### src/rtl/chip_6502_bus_trace.sv
// Bus-cycle trace capture for the 6502 external bus: arm, address trigger with
// post-trigger window, record FIFO drained through a registered valid/ready port.
module chip_6502_bus_trace #(
  parameter int DEPTH     = 16,
  parameter int POST_TRIG = 8
) (
  input  logic        phi0,
  input  logic        res,
  input  logic [15:0] ab,
  input  logic [7:0]  db,
  input  logic        rw,
  input  logic        sync,
  input  logic        arm,
  input  logic        trig_en,
  input  logic [15:0] trig_addr,
  output logic        out_valid,
  input  logic        out_ready,
  output logic [41:0] out_data,
  output logic [1:0]  state,
  output logic        triggered,
  output logic        overflow
);

  localparam int AW = $clog2(DEPTH);

  typedef enum logic [1:0] {
    S_IDLE  = 2'd0,
    S_ARMED = 2'd1,
    S_POST  = 2'd2,
    S_DONE  = 2'd3
  } state_t;

  state_t      state_q;
  logic        triggered_q;
  logic        overflow_q;
  logic [15:0] stamp_q;
  logic [15:0] post_cnt_q;

  logic [AW:0] wr_q, rd_q, wr_d, rd_d;
  logic        out_valid_q, out_valid_d;
  logic [41:0] out_data_q;
  logic [41:0] mem [DEPTH];

  logic        capture, pop, full, fifo_empty, push_ok, trig_hit, arm_ok;
  logic [41:0] record;

  always_comb begin
    capture    = (state_q == S_ARMED) || (state_q == S_POST);
    pop        = out_valid_q && out_ready;
    full       = (wr_q[AW] != rd_q[AW]) && (wr_q[AW-1:0] == rd_q[AW-1:0]);
    fifo_empty = (wr_q == rd_q);
    push_ok    = capture && (!full || pop);
    trig_hit   = trig_en && (ab == trig_addr);
    arm_ok     = arm && ((state_q == S_IDLE) || ((state_q == S_DONE) && fifo_empty));
    record     = {stamp_q, sync, rw, ab, db};
    wr_d       = wr_q + {{AW{1'b0}}, push_ok};
    rd_d       = rd_q + {{AW{1'b0}}, pop};
    // The head entry is held in the output register; a push this cycle shows up one edge later.
    out_valid_d = (wr_q != rd_d);
  end

  always_ff @(posedge phi0) begin
    if (push_ok) mem[wr_q[AW-1:0]] <= record;
  end

  always_ff @(posedge phi0) begin
    if (res) begin
      wr_q        <= '0;
      rd_q        <= '0;
      out_valid_q <= 1'b0;
      out_data_q  <= '0;
    end else begin
      wr_q        <= wr_d;
      rd_q        <= rd_d;
      out_valid_q <= out_valid_d;
      if (out_valid_d) out_data_q <= mem[rd_d[AW-1:0]];
    end
  end

  always_ff @(posedge phi0) begin
    if (res) begin
      state_q     <= S_IDLE;
      triggered_q <= 1'b0;
      overflow_q  <= 1'b0;
      stamp_q     <= '0;
      post_cnt_q  <= '0;
    end else begin
      // Stamp advances even on a dropped push so that drops leave a visible gap.
      if (capture) begin
        stamp_q <= stamp_q + 16'd1;
        if (!push_ok) overflow_q <= 1'b1;
      end
      case (state_q)
        S_ARMED: begin
          if (trig_hit) begin
            triggered_q <= 1'b1;
            post_cnt_q  <= 16'(POST_TRIG);
            state_q     <= (POST_TRIG == 0) ? S_DONE : S_POST;
          end
        end
        S_POST: begin
          post_cnt_q <= post_cnt_q - 16'd1;
          if (post_cnt_q == 16'd1) state_q <= S_DONE;
        end
        default: begin
          if (arm_ok) begin
            state_q     <= S_ARMED;
            triggered_q <= 1'b0;
            overflow_q  <= 1'b0;
            stamp_q     <= '0;
          end
        end
      endcase
    end
  end

  assign out_valid = out_valid_q;
  assign out_data  = out_data_q;
  assign state     = state_q;
  assign triggered = triggered_q;
  assign overflow  = overflow_q;

endmodule

### config.mk
export PLATFORM = sky130hd
export DESIGN_NAME = chip_6502_bus_trace
export DESIGN_NICKNAME = d
export VERILOG_FILES = /design/src/rtl/chip_6502_bus_trace.sv
export SDC_FILE = /design/constraint.sdc
export NUM_CORES = 1
export LEC_CHECK = 0
export ABC_AREA = 1
export BUFFER_PORTS_ARGS = -buffer_cell sky130_fd_sc_hd__buf_2
export CAP_MARGIN = 40
export CORE_ASPECT_RATIO = 0.75
export CORE_UTILIZATION = 50
export DETAILED_ROUTE_END_ITERATION = 6
export GPL_TIMING_DRIVEN = 0
export HOLD_SLACK_MARGIN = 0.1
export PLACE_DENSITY_LB_ADDON = 0.12
export SLEW_MARGIN = 5
export SYNTH_ARGS = -nofsm -noshare
export SYNTH_HDL_FRONTEND = slang
export SYNTH_SLANG_ARGS = --single-unit
### constraint.sdc
create_clock -name phi0 -period 3.9 [get_ports phi0]
set_clock_uncertainty 0.15 [all_clocks]
set_input_delay 0.585 -clock phi0 [delete_from_list [all_inputs] [get_ports phi0]]
set_output_delay 0.585 -clock phi0 [all_outputs]
set_load 0.02 [all_outputs]
# After elaboration in Yosys (flattened, before gate mapping)
# Memories as Yosys holds them, arrays and structs flattened. A register that Yosys moved wholly into a read port is not among the register bits.
# Cells that the tools add are included.
# classes
bitwise	1
mux	18
eq_ne	11
n_reduce_logical	18
addsub	4
# op_table
operator	n
$mux W16	4
$pmux W16 S2	1
$add A16 B1 Y16 const B	1
$eq A16 B1 Y1 const B	1
$eq A16 B16 Y1	1
$sub A16 B1 Y16 const B	1
$add A5 B1 Y5	2
$mux W1	8
$logic_and A1 B1 Y1	6
$mux W2	3
$reduce_and A3 Y1	2
$eq A5 B5 Y1	1
$ne A5 B5 Y1	1
$eq A2 B2 Y1 const B	2
$eq A4 B4 Y1	1
$pmux W2 S2	1
$reduce_bool A2 Y1	2
$logic_or A1 B1 Y1	3
$reduce_bool A3 Y1	1
$eq A2 B1 Y1 const B	1
$logic_not A2 Y1	1
$ne A2 B1 Y1 const B	1
$ne A2 B2 Y1 const B	1
$pmux W1 S2	1
5 further kinds	5
# totals
inputBits	47
mem_count	1
regBits	47
mem_bits_rw	672
# mem_list
name	words	width	rd	rd_clocked_by_memory_dff	write_ports	line_no	rtl
mem	16	42	1	1	1	42	logic [41:0] mem [DEPTH];

# Depth between registers and ports, before layout
# Gate-level depths: netlist (run 1).
# logic_depth
word_depth	9
ltp_mapped	16
ltp_nobuf	14

# Least setup slack after synthesis (run 1)
# No wires, ideal clock.
# synth_timing
path_kind	flip-flop to flip-flop
startpoint	register state_q[0], in the netlist state[0]
endpoint	memory mem[0][0], enable pin
setup_time_ns	0.442
arrival_time_ns	3.167
path_buffers	1
synth_period_minus_slack_ns	3.759
stages_incl_launch_ff	8
setup_slack_ns	0.141
path_cell_list	dfxtp_1 -> inv_1 -> ha_1 -> buf_2 -> nand2_1 -> inv_1 -> nand3_1 -> nor2_1
# synth_via
elab_chain_len	5
word_cells_on_any_way	6
# synth_rtl
element	line_no	rtl
start, declared	33	state_t state_q;
start signal, assigned	98	state_q <= (POST_TRIG == 0) ? S_DONE : S_POST;
$eq A2 B1 Y1 or $eq A2 B2 Y1 (tied branches)	48	capture = (state_q == S_ARMED) || (state_q == S_POST);
$logic_or A1 B1 Y1 *	48	
$logic_and A1 B1 Y1 *	52	push_ok = capture && (!full || pop);
$mux W1 *	63	if (push_ok) mem[wr_q[AW-1:0]] <= record;
$mux W1 (implied by the code) *	63	
end, declared	42	
# Mark *: on every way between the ends. The rest lies on a longest branch, timed or not.

# Worst setup path after layout (run 1)
# layout_timing
startpoint	register out_valid_q, in the netlist out_valid
endpoint	register out_data_q[6], in the netlist out_data[6] (read register of mem)
# layout_via
elab_chain_len	3
# layout_rtl
element	line_no	rtl
start, declared	40	logic out_valid_q, out_valid_d;
start signal, assigned	75	out_valid_q <= out_valid_d;
$logic_and A1 B1 Y1 *	49	pop = out_valid_q && out_ready;
$add A5 B1 Y5 *	57	rd_d = rd_q + {{AW{1'b0}}, pop};
named net rd_d[1]	39	logic [AW:0] wr_q, rd_q, wr_d, rd_d;
$ne A5 B5 Y1	59	out_valid_d = (wr_q != rd_d);
end, declared	41	logic [41:0] out_data_q;
# The timed path passes the listed nets; every way through them passes the cells marked *.
# A chain may end at the register's enable or synchronous reset.

==> metrics.md, run 1 <==
| Metric | Value |
|---|---|
| Status | completed |
| Rows | between 70 and 80 |
| Vias in the first global route | 20000 |
| Drt initial violations | 2404 |
| GRT Total Usage | 0.264 |
| Residual DRC count | 0 |
| Die height | around 220 um |
| Yosys warnings | 0 |
| IO Pins | 94 |
| Max-Cap Viols | 0 |
| Setup slack, reg-to-reg | 0.22 ns |
| Netlist cell types | 35 |
| Min-delay src | rw |
| Die ar. | 62600 um^2 |
| Post-Syn Area | between 30000 and 40000 um^2 |
| CTS H-tree depth | 3 |
| CP bufs+invs | 4 |
| Worst Hold Class | input port to flop |
| Crit path max-delay family | buffers and inverters |
| I/O Buffers | roughly 90 |
| Final WS setup | about 0.22 ns |
| Reg2reg path depth | 14 |
| Post-CTS setup repair buffer count | 0 |
| CTS tree | done |
| Final Hold Viols | 0 |
| Gpl congestion | roughly 0.86 |
| Core area | a little over 60000 um^2 |
| Crit-path most repeated cell | a21oi_1 |
| Setup CP Type | flop to flop |
| Post-Synthesis Cells | about 2700 |
| Critical Path Source | out_valid |
| Crit path to | out_data[6] |
| Vias | ~21000 |
| Post_cts resized | 0 |
| RSZ-0062 raised after global routing | no |
| Combinational power share | 0.308 |
| Commonest non-fill, non-tap cells in the layout | edfxtp_1 (672), nand2_1 (403), nor2_1 (323) |
| Syn_nets | approximately 2700 |
| Final-report max-slew violation count | 0 |
| Yosys reg bits | around 760 |
| Psw | 8610 uW |
| Placed insts | 3585 |
| Initial Util | 0.507 |
| Largest net degree at the start of global routing | 26 |
| Worst slew margin | 0.398 |
| Switching Fraction | 0.351 |
| Die Width | 289 um |
| Initial antenna violation count | 0 |
| Required @ worst endpoint | around 4.3 ns |
| Clock network power share | 0.294 |
| Total grt overflow | 0 |
| Fmax | around 270 MHz |
| Drt total wl | approximately 83000 um |
| Vias per cell | approximately 5.7 |
| Max stage delay on crit path | about 0.69 ns |
| Post-route ant nets | 0 |
| Worst-path clk slew | 0.07 ns |
| Final std cells w/o fill | approximately 3700 |
| Seq/Total Area, Yosys | 0.713 |
| Worst slew pin tran | roughly 0.9 ns |
| Hold path depth | 1 |
| CTS Buf Count | 74 |
| Fin nets | 2920 |
| Tcrit/Tclk final | 0.943 |
| Setup crit end kind | flop |
| Routed len/inst | between 20 and 25 um |
| Crit path cell chain | nand2_1 -> inv_1 -> ha_1 -> ha_1 -> buf_2 -> buf_2 -> clkbuf_1 -> a21oi_1 -> a21oi_1 -> a21oi_1 -> o21ai_1 -> nand2_1 -> nor2_1 -> nor2_1 |
| Pwr Density | between 600 and 700 nW/um^2 |
| Mapped Avg Cell Area | between 10 and 15 um^2 |
| Fin crit period | roughly 3.7 ns |
| CTS Hold Buffers Added | 0 |
| Share of cells above drive strength 1 | 0.108 |
| Buffer type at the clock tree root | clkbuf_16 |
| TritonRoute pass-1 iters | 6 |
| Internal Power | around 16000 uW |
| CP Launch Type | flop |
| Pre-CTS WS | -0.0588 ns |
| Commonest non-fill, non-tap cell in the layout | edfxtp_1 |
| Crit path depth | 14 |
| Antenna fix cells | 0 |
| RR Startpoint | out_valid |
| Max FO, Critical Path | 10 |
| Clock Latency Late Sink | 0.64 ns |
| Core Util, Final | 0.581 |
| Slowest cell on crit path | clkbuf_1 |
| First-pass GRT wire length | between 100000 and 150000 um |
| CTS sink cnt | 761 |
| Area grow syn2layout | 14.5% |
| Crit path DAT | slightly above 4 ns |
| Bufs on Longest Clock Path | 3 |
| RR Endpoint | out_data[6] |
| Setup violations, final | 0 |
| Dpl hpwl | 55300 um |
| Sequential share of power | 0.398 |
| Filler Cells Inserted | about 4900 |
| Worst VDD drop | about 0.36 mV |
| LEAKAGE | 0.0127 uW |
[stage by stage]
| step | power, uW | setup TNS (ns) | area [um^2] | hold slack [ns] |
|---|---|---|---|---|
| 3_5_place_dp | 17400 | -0.0687 | 32800 | 0.297 |
| 3_3_place_gp | 17100 | -1004.87 | 32300 | 0.298 |
| 4_1_cts | 24600 | 0 | 35300 | 0.163 |
| 6_report | 24500 | 0 | 35300 | 0.200 |
| 5_1_grt | 25700 | 0 | 35300 | 0.182 |
| 2_1_floorplan | 14700 | 0 | 30800 | 0.304 |
[Yosys cell counts]
library cell	count	area share
a21boi_0	1	0.00024
a21oi_1	277	0.045
a31oi_1	1	0.00020
and2_1	1	0.00020
and3_1	1	0.00020
buf_1	4	0.00049
buf_12	1	0.00065
buf_2	45	0.0073
buf_4	6	0.0015
buf_6	17	0.0062
buf_8	1	0.00049
clkbuf_1	88	0.011
clkbuf_2	1	0.00016
dfxtp_1	89	0.058
edfxtp_1	672	0.66
ha_1	12	0.0049
inv_1	147	0.018
inv_2	3	0.00037
nand2_1	403	0.049
nand2_2	1	0.00020
nand3_1	27	0.0044
nand3b_1	1	0.00024
nand4_1	11	0.0022
nor2_1	339	0.041
nor3_1	11	0.0018
nor3b_1	3	0.00073
o21ai_0	288	0.047
o21ai_1	105	0.017
o21ai_2	1	0.00028
o21bai_1	1	0.00024
o22ai_1	85	0.017
or2_2	1	0.00020
xnor2_1	9	0.0026
xor2_1	19	0.0054
xor2_2	1	0.00053
[power groups by stage]
stage,registers (uW),logic (uW),clock network [uW]
floorplan,10100,4570,0
finish,9770,7550,7220
detailed placement,9930,7460,0
CTS,9760,7490,7300
global route,9810,8230,7630
global placement,9940,7140,0
[final cells by class]
cell class	count	area [um^2]	area share
flip-flops and latches	761	22000	0.623
multi-input cells	1599	7550	0.214
clock buffers	104	2100	0.0595
well taps	800	1000	0.0284
repair buffers	112	891	0.0253
plain buffers	163	847	0.0240
inverters	150	563	0.0160
clock inverters	32	357	0.0101
[flip-flops by register name, indices dropped and copies added, names as in the netlist]
signal and cells:
rd_q 5, triggered 1, stamp_q 16, overflow 1, mem 672, out_valid 1, wr_q 5, out_data 42
state 2, post_cnt_q 16
[logic make-up after synthesis]
group	share of synthesized area
adders and majority gates	0.00488
and+or+nand+nor	0.101
xor gates and xnor gates	0.00849
DFF	0.713
buffers and inverters	0.0458
AOI/OAI and AO/OA	0.127
[routing by layer]
layer,vias up,track usage,part of all wire
li1,9801,-,-
met1,10200,0.392,0.45
met2,922,0.392,0.44
met3,148,0.0494,0.083
met4,0,0.0889,0.028
met5,-,0,0
[worst min-delay path by stage]
stage,endpoint,slack (ns)
after global routing,mem[2][24],0.18
after detailed placement,triggered,0.30
after global placement,triggered,0.30
final,mem[2][24],0.20
after floorplan,post_cnt_q[1],0.30
after CTS,mem[2][24],0.16
(Power assumes the default switching activity.)
==> run 2: changes to the inputs <==
Settings changed: CORE_ASPECT_RATIO 0.75 to default, CORE_MARGIN from default to 2, GPL_TIMING_DRIVEN 0 to 1.
==> run 2 against run 1 <==
Setup slack better by 0.65 ns. Utilization down 0.90 points. Critical endpoint is now mem[11][9]. Global-route usage down 1.9 points.
==> metrics.md, run 2 (same netlist as run 1, synthesis figures left out) <==
| Metric | Value |
|---|---|
| Status | completed |
| LEAKAGE | 0.0124 uW (-2.0%) |
| Pwr Density | 681 nW/um^2 (-2.2%) |
| Setup CP Type | flop to flop |
| Initial antenna violation count | 0 (unchanged) |
| Initial Util | 0.508 (+0.00101) |
| Area grow syn2layout | 12.5% |
| Commonest non-fill, non-tap cell in the layout | edfxtp_1 |
| Worst-path clk slew | 0.06 ns (about the same) |
| Bufs on Longest Clock Path | 3 (unchanged) |
| Vias in the first global route | 19400 (-3.3%) |
| Crit path DAT | 3.13 ns (-0.91 ns) |
| IO Pins | 94 (unchanged) |
| Gpl congestion | 0.809 (-6.2%) |
| Final-report max-slew violation count | 0 (unchanged) |
| Residual DRC count | 0 (unchanged) |
| Die ar. | 63600 um^2 (+1.6%) |
| Worst slew pin tran | 0.925 ns (+0.0240 ns) |
| Final std cells w/o fill | 3577 (-3.9%) |
| Post_cts resized | 0 (unchanged) |
| Tcrit/Tclk final | 0.775 (-0.168) |
| Dpl hpwl | 39300 um (-29%) |
| Vias | 20200 (-4.3%) |
| Setup crit end kind | flop |
| TritonRoute pass-1 iters | 5 (-1) |
| Commonest non-fill, non-tap cells in the layout | edfxtp_1 (672), nand2_1 (403), nor2_1 (323) |
| Fin nets | 2795 (-4.3%) |
| Drt initial violations | 1810 (-25%) |
| GRT Total Usage | 0.245 (-0.0191) |
| Vias per cell | 5.65 (-0.44%) |
| Required @ worst endpoint | 4.01 ns (-0.25 ns) |
| First-pass GRT wire length | 117000 um (-4.4%) |
| Rows | 90 (+15%) |
| Routed len/inst | 21.7 um (-2.5%) |
| Setup TNS | 0 ns (unchanged) |
| Drt total wl | 77500 um (-6.3%) |
| Share of cells above drive strength 1 | 0.105 (-0.00335) |
| Worst VDD drop | 0.544 mV (+52%) |
| Largest net degree at the start of global routing | 178 (+580%) |
| Max FO, Critical Path | 36 (+26) |
| Die height | 252 um (+16%) |
| Fin crit period | 3.02 ns (-0.654 ns) |
| Setup violations, final | 0 (unchanged) |
| Core area | 60600 um^2 (-0.20%) |
| CTS H-tree depth | 3 (unchanged) |
| CTS Buf Count | 77 (+4.1%) |
| RSZ-0062 raised after global routing | no |
| Post-route ant nets | 0 (unchanged) |
| I/O Buffers | 93 (+1.1%) |
| Worst slew margin | 0.383 (-0.0146) |
| Buffer type at the clock tree root | clkbuf_16 |
| Fmax | 331 MHz (+22%) |
| Antenna fix cells | 0 (unchanged) |
| Max reg flops | 672 (unchanged) |
| Clock Latency Late Sink | 0.60 ns (-0.04 ns) |
| Total grt overflow | 0 (unchanged) |
| Max-Cap Viols | 0 (unchanged) |
| CTS sink cnt | 761 (unchanged) |
| Post-CTS setup repair buffer count | 0 (unchanged) |
| CTS Hold Buffers Added | 0 (unchanged) |
| Final Hold Viols | 0 (unchanged) |
| Worst Hold Class | input port to flop |
| CP Launch Type | flop |
| Placed insts | 3439 (-4.1%) |
| CTS tree | done |
| Die Width | 252 um (-13%) |
| Worst hold slack | 0.213 ns (+0.0135 ns) |
run 2: cell types whose count changed in the layout (fill, tap and decap cells not counted), sizes merged:
cell    previous run  this run
clkinv            20        25
buf              186       147
inv              152       151
clkbuf           193       103
bufinv             6         5
run 2: routing by layer:
layer	share of wire	track usage
met1	0.44	0.335
met2	0.48	0.401
met3	0.055	0.0392
met4	0.027	0.0872
met5	0	0
run 2: worst paths after layout:
path	cells after the start	endpoint	startpoint	slack [ns]
worst max-delay path	8	mem[11][9]	state[0]	0.88
worst min-delay path	1	mem[6][0]	db[0]	0.21
worst max register to register	8	mem[11][9]	state[0]	0.88
worst min register to register	2	triggered	triggered	0.32
run 2: final cells by class:
| class | instances | area [um^2] |
|---|---|---|
| fill | 5100 | 25900 |
| sequential | 761 | 22000 |
| multi-input combinational | 1599 | 7580 |
| clock buffer | 103 | 2160 |
| timing repair buffer | 147 | 1080 |
| tap | 782 | 978 |
| inverter | 150 | 573 |
| clock inverter | 35 | 312 |
run 2: worst max-delay path, stage by stage (launching register included):
cell     delay [ns]
dfxtp_1        0.43
inv_1          0.12
ha_1           0.29
buf_4          0.18
nand2_1        0.09
inv_1          0.14
nand3_1        0.36
nor2_4         0.49
buf_12         0.39
run 2: where the power goes:
| part | internal [uW] | switching [uW] |
|---|---|---|
| Combinational | 2010 | 4550 |
| Clock | 4220 | 3000 |
| Sequential | 9500 | 307 |
| Total | 15700 | 7850 |
run 2: through the flow:
step | area (um^2) | worst slack, ns | utilization | power, uW
6_report | 34600 | 0.877 | 0.572 | 23600
5_1_grt | 34600 | 0.764 | 0.572 | 24900
3_3_place_gp | 32200 | 0.757 | 0.531 | 16400
4_1_cts | 34600 | 0.875 | 0.572 | 23700
3_5_place_dp | 32200 | 0.705 | 0.531 | 16500
2_1_floorplan | 30800 | 0.141 | - | 14700
